### config.mk
export PLATFORM = sky130hd
export DESIGN_NAME = uart_rx_ctrl
export DESIGN_NICKNAME = d
export VERILOG_FILES = /design/src/rtl/uart_rx_ctrl.sv
export SDC_FILE = /design/constraint.sdc
export NUM_CORES = 1
export LEC_CHECK = 0
export CELL_PAD_IN_SITES_DETAIL_PLACEMENT = 1
export CELL_PAD_IN_SITES_GLOBAL_PLACEMENT = 2
export CORE_AREA = 8 8 167 169
export DETAILED_ROUTE_END_ITERATION = 8
export DIE_AREA = 0 0 175 177
export GPL_TIMING_DRIVEN = 0
export PLACE_DENSITY_LB_ADDON = 0.1
export SYNTH_ARGS = -nofsm -noshare
export SYNTH_HDL_FRONTEND = slang
export SYNTH_SLANG_ARGS = --single-unit
### constraint.sdc
create_clock -name clk -period 8.6 [get_ports clk]
set_clock_uncertainty 0.15 [all_clocks]
set_input_delay 2.58 -clock clk [delete_from_list [all_inputs] [get_ports clk]]
set_output_delay 2.58 -clock clk [all_outputs]
set_load 0.02 [all_outputs]
### src/rtl/uart_rx_ctrl.sv
// uart_rx_ctrl: controller and receive buffer in front of uart_rx.
//   - Sequences uart_rx enable through OFF -> CFG -> RUN and latches the
//     baud divider / parity setting only in CFG.
//   - Buffers received bytes in a show-ahead FIFO drained over valid/ready.
//   - Sticky overrun / parity flags, character timeout, combined irq.
// Ports:
//   clk, rstn_i                         clock, async active-low reset
//   cfg_enable_i, cfg_clk_div_i,
//   cfg_parity_en_i, cfg_irq_thresh_i   software configuration
//   flush_i, err_clr_i                  one-cycle command pulses
//   rx_enable_o, rx_clk_div_o,
//   rx_parity_en_o                      to uart_rx
//   rx_data_i, rx_valid_i, rx_err_i     from uart_rx
//   data_o, valid_o, ready_i, level_o   FIFO read port / occupancy
//   overrun_o, parity_err_o, timeout_o,
//   irq_o                               status and interrupt
module uart_rx_ctrl #(
    parameter  int FIFO_DEPTH    = 16,
    parameter  int TIMEOUT_TICKS = 40,
    localparam int LW            = $clog2(FIFO_DEPTH) + 1
) (
    input  logic          clk,
    input  logic          rstn_i,
    input  logic          cfg_enable_i,
    input  logic [31:0]   cfg_clk_div_i,
    input  logic          cfg_parity_en_i,
    input  logic [LW-1:0] cfg_irq_thresh_i,
    input  logic          flush_i,
    input  logic          err_clr_i,
    output logic          rx_enable_o,
    output logic [31:0]   rx_clk_div_o,
    output logic          rx_parity_en_o,
    input  logic [7:0]    rx_data_i,
    input  logic          rx_valid_i,
    input  logic          rx_err_i,
    output logic [7:0]    data_o,
    output logic          valid_o,
    input  logic          ready_i,
    output logic [LW-1:0] level_o,
    output logic          overrun_o,
    output logic          parity_err_o,
    output logic          timeout_o,
    output logic          irq_o
);
    localparam int AW = $clog2(FIFO_DEPTH);
    localparam int TW = $clog2(TIMEOUT_TICKS + 1);

    typedef enum logic [1:0] {S_OFF, S_CFG, S_RUN} state_t;

    state_t          state_q, state_d;
    logic [7:0]      mem [FIFO_DEPTH];
    logic [AW-1:0]   wr_ptr_q, rd_ptr_q;
    logic [LW-1:0]   level_q;
    logic [31:0]     presc_q;
    logic [TW-1:0]   tick_cnt_q;
    logic            overrun_q, parity_err_q, timeout_q;

    logic run, push_req, full, do_push, do_pop, drop;
    logic cnt_clr, tick, to_hit;

    // ---------------- enable sequencing ----------------
    always_ff @(posedge clk or negedge rstn_i) begin
        if (!rstn_i) state_q <= S_OFF;
        else         state_q <= state_d;
    end

    always_comb begin
        state_d     = state_q;
        rx_enable_o = 1'b0;
        case (state_q)
            S_OFF: if (cfg_enable_i) state_d = S_CFG;
            S_CFG: state_d = S_RUN;
            S_RUN: begin
                rx_enable_o = 1'b1;
                if (!cfg_enable_i) state_d = S_OFF;
            end
            default: state_d = S_OFF;
        endcase
    end

    // Configuration is sampled only on the way into RUN so uart_rx never
    // sees a divider change mid-frame.
    always_ff @(posedge clk or negedge rstn_i) begin
        if (!rstn_i) begin
            rx_clk_div_o   <= '0;
            rx_parity_en_o <= 1'b0;
        end else if (state_q == S_CFG) begin
            rx_clk_div_o   <= cfg_clk_div_i;
            rx_parity_en_o <= cfg_parity_en_i;
        end
    end

    // ---------------- capture / FIFO ----------------
    assign run      = (state_q == S_RUN);
    assign push_req = run & rx_valid_i;
    assign full     = (level_q == LW'(FIFO_DEPTH));
    assign valid_o  = (level_q != '0);
    // Flush discards any same-cycle push or pop.
    assign do_pop   = valid_o & ready_i & ~flush_i;
    // When full, a simultaneous pop frees the slot the push needs.
    assign do_push  = push_req & ~flush_i & (~full | do_pop);
    assign drop     = push_req & ~flush_i & full & ~do_pop;

    always_ff @(posedge clk or negedge rstn_i) begin
        if (!rstn_i) begin
            for (int i = 0; i < FIFO_DEPTH; i++) mem[i] <= '0;
            wr_ptr_q <= '0;
            rd_ptr_q <= '0;
            level_q  <= '0;
        end else if (flush_i) begin
            wr_ptr_q <= '0;
            rd_ptr_q <= '0;
            level_q  <= '0;
        end else begin
            if (do_push) begin
                mem[wr_ptr_q] <= rx_data_i;
                wr_ptr_q      <= wr_ptr_q + 1'b1;
            end
            if (do_pop) rd_ptr_q <= rd_ptr_q + 1'b1;
            case ({do_push, do_pop})
                2'b10:   level_q <= level_q + 1'b1;
                2'b01:   level_q <= level_q - 1'b1;
                default: level_q <= level_q;
            endcase
        end
    end

    assign data_o  = mem[rd_ptr_q];
    assign level_o = level_q;

    // ---------------- sticky flags ----------------
    // Set terms are OR'ed after the clear so a same-cycle event wins.
    always_ff @(posedge clk or negedge rstn_i) begin
        if (!rstn_i) begin
            overrun_q    <= 1'b0;
            parity_err_q <= 1'b0;
        end else begin
            overrun_q    <= drop | (overrun_q & ~err_clr_i);
            parity_err_q <= (push_req & rx_err_i) | (parity_err_q & ~err_clr_i);
        end
    end

    // ---------------- character timeout ----------------
    assign cnt_clr = do_push | do_pop | flush_i | ~run;
    assign tick    = (presc_q == rx_clk_div_o);
    // Fire in the same edge the tick counter reaches its limit.
    assign to_hit  = ~cnt_clr & ((tick_cnt_q == TW'(TIMEOUT_TICKS)) |
                                 (tick & (tick_cnt_q == TW'(TIMEOUT_TICKS - 1))));

    always_ff @(posedge clk or negedge rstn_i) begin
        if (!rstn_i) begin
            presc_q    <= '0;
            tick_cnt_q <= '0;
        end else if (cnt_clr) begin
            presc_q    <= '0;
            tick_cnt_q <= '0;
        end else if (tick) begin
            presc_q <= '0;
            if (tick_cnt_q != TW'(TIMEOUT_TICKS)) tick_cnt_q <= tick_cnt_q + 1'b1;
        end else begin
            presc_q <= presc_q + 32'd1;
        end
    end

    always_ff @(posedge clk or negedge rstn_i) begin
        if (!rstn_i)                        timeout_q <= 1'b0;
        else if (do_pop || flush_i)         timeout_q <= 1'b0;
        else if (level_q == '0)             timeout_q <= 1'b0;
        else if (to_hit)                    timeout_q <= 1'b1;
    end

    assign overrun_o    = overrun_q;
    assign parity_err_o = parity_err_q;
    assign timeout_o    = timeout_q;

    // Thresholds above FIFO_DEPTH can never be reached by level_q.
    assign irq_o = ((cfg_irq_thresh_i != '0) && (level_q >= cfg_irq_thresh_i)) |
                   timeout_q | overrun_q | parity_err_q;

endmodule

==> results.json <==
{
  "holdCritStartpoint": "mem[0]",
  "die-width_um": 175,
  "vias_per_cell": 5.38,
  "synth_fp_nets": 898,
  "rsz0062_at_grt": "false",
  "synth_top_area_share": 0.523,
  "drive_above_1_share": 0.222,
  "ys_ff_latch": 217,
  "numPortBuffers": 105,
  "ctsLongestPathBuffers": 3,
  "grt_pass1_vias": 8129,
  "cts_buffers": 26,
  "hold_depth": 1,
  "vias": 7073,
  "h-tree-depth": 1,
  "core_um2": 25500,
  "required_ps": 5870,
  "yosys.area.top_type": "dfrtp_1",
  "p_seq_frac": 0.383,
  "cp_max_fo": 2,
  "synth_edf_count": 0,
  "postRouteAntennaNets": 0,
  "drt_wl_total_um": 28700,
  "hold_viol": 0,
  "ys_top_cells_by_area": "dfrtp_1 (52%), mux2_2 (17%), xnor2_1 (3.8%)",
  "setup-violations-final": 0,
  "post_cts_resized": 0,
  "rows": 59,
  "clock-sinks": 217,
  "area_growth_syn_to_layout_pct": 22.3,
  "place_worst_setup_slack_ps": 1090,
  "startpoint_type": "primary input",
  "die_height_um": 177,
  "grt_pass1_wl_um": 46600,
  "netlist_instances": 829,
  "r2r-end": "timeout_o",
  "pwr_density_cell_nw_per_um2": 264,
  "synth_ff_type": "dfrtp_1",
  "synth-async-reset-ratio": 1.00,
  "yosys.cell_types.count": 52,
  "min_to": "mem[0]",
  "clk_latency_ps": 520,
  "path_class": "in2out",
  "slew_viol_final": 0,
  "grt_overflow": 0,
  "p_clk_frac": 0.314,
  "ir_drop_mv": 0.245,
  "period_share": 0.872,
  "layout.nets": 1032,
  "sw_frac_of_total": 0.314,
  "switchingPower_mw": 1.05,
  "setup.worst_path.end_class": "primary output",
  "grt_max_degree": 113,
  "r2r_slack_ps": 5150,
  "clkTransAtPathRegs_ps": 60,
  "max_clock_freq_mhz": 133,
  "slew_headroom": 0.327,
  "p_leak_nw": 5.59,
  "arrival_ps": 4770,
  "holdWs_ps": 343,
  "root_buffer": "clkbuf_16",
  "drc": 0,
  "syn_area_per_cell_um2": 12.5,
  "gp_congestion": 0.775,
  "hpwl_um": 20400,
  "status": "finished clean",
  "ff2ff_path_depth": 6,
  "fin_crit_ps": 7500,
  "n_fill_cell": 2602,
  "holdBufCountCts": 0,
  "worst_slew_pin_slew_ps": 1010,
  "synth.most_common_cell": "dfrtp_1",
  "gr-usage-all-layers": 0.189,
  "syn_area_um2": 10400,
  "p_int_mw": 2.31,
  "r2r_start": "rx_clk_div_o[1]",
  "die_area_um2": 31000,
  "netlist_top_cells_count": "dfrtp_1 (217), mux2_2 (154), nand2_1 (53)",
  "first_iter_violations": 368,
  "synth-warning-count": 0,
  "setup_slack_ps": 1100,
  "cap_violations": 0,
  "fin_util": 0.499,
  "post_cts_buffers": 0,
  "start_util": 0.408,
  "io-pin-count": 106,
  "cts_tree": "yes",
  "combPwrFrac": 0.303,
  "first_pass_iters": 4,
  "hp-class": "reg2reg",
  "synth_seq_area_share": 0.523,
  "wire_per_inst_um": 21.8,
  "antenna_found_initial": 0
}
area by class of cell:
class,instances,area [µm²],area share
antenna,1,2.50,0.000197
buffer,36,143,0.0112
clock buffer,37,753,0.0593
clock inverter,7,60.1,0.00473
inverter,20,75.1,0.00591
multi-input combinational,556,4740,0.373
sequential,217,5430,0.427
tap,335,419,0.0330
timing repair buffer,106,1080,0.0853
state kept, by name (all words and copies together) (netlist names):
signal,cells
mem,128
presc_q,32
rx_clk_div_o,32
tick_cnt_q,6
level_o,5
rd_ptr_q,4
wr_ptr_q,4
state_q,2
overrun_o,1
parity_err_o,1
rx_parity_en_o,1
timeout_o,1
critical path, cell delays in order:
cell	delay [ps]
clkdlybuf4s50_1	450
ha_1	300
nand2b_1	140
a21o_1	170
a21o_1	170
a21o_1	180
a21oi_1	130
o21ai_0	90
clkdlybuf4s50_1	560
worst max-delay path by stage:
stage | startpoint | to | slack [ps] | cells after the start
floorplan | cfg_irq_thresh_i[0] | irq_o | 2070 | 7
global placement | rstn_i | mem[70] | -4010 | 1
detailed placement | cfg_irq_thresh_i[0] | irq_o | 1090 | 9
CTS | cfg_irq_thresh_i[0] | irq_o | 1080 | 9
global route | cfg_irq_thresh_i[0] | irq_o | 1010 | 9
finish | cfg_irq_thresh_i[0] | irq_o | 1100 | 9
per-layer routing:
layer	vias to the layer above	GRT usage	wire length (µm)
met5	-	0	0
met4	0	0.0357	425
met3	30	0.0367	1400
met2	140	0.317	13900
met1	3680	0.254	12900
li1	3223	-	-
logic make-up (layout without fill, tap and decap cells):
logic type	after synthesis	count (layout)	synth area share
fa+ha+maj	15	15	0.0181
other cells	0	1	0
compound gates	70	70	0.0446
xor+xnor	72	72	0.0607
mux	213	213	0.245
flops	217	217	0.523
buf+inv	56	206	0.0210
simple gates	186	186	0.0884
power groups by stage:
stage          Sequential, mW  Clock [mW]  Combinational (mW)
6_report                 1.29        1.06                1.02
2_1_floorplan            1.37           0               0.494
3_5_place_dp             1.30           0                1.03
4_1_cts                  1.29        1.08                1.04
3_3_place_gp             1.30           0                1.01
5_1_grt                  1.31        1.13                1.10
through the flow:
stage               area [µm²]  TNS [ps]  power (mW)  std cells
CTS                      12700         0        3.41       1314
detailed placement       11900         0        2.33       1270
global route             12700         0        3.53       1314
finish                   12700         0        3.36       1315
floorplan                10400         0        1.87        829
global placement         11900   -866230        2.31       1269
cell usage in the layout, fill, tap and decap left out, types with 16 or more instances in the layout:
cell	instances
nand2_1	53
dfrtp_1	217
nor2_1	52
nand3_1	16
a21oi_1	17
clkbuf_1	37
clkdlybuf4s50_1	104
nand4_1	17
mux2_2	154
mux4_2	16
o21ai_0	17
inv_1	20
mux2i_1	31
clkbuf_16	27
xnor2_1	45
xor2_1	27
No activity file was read; power rests on OpenSTA's default activity.
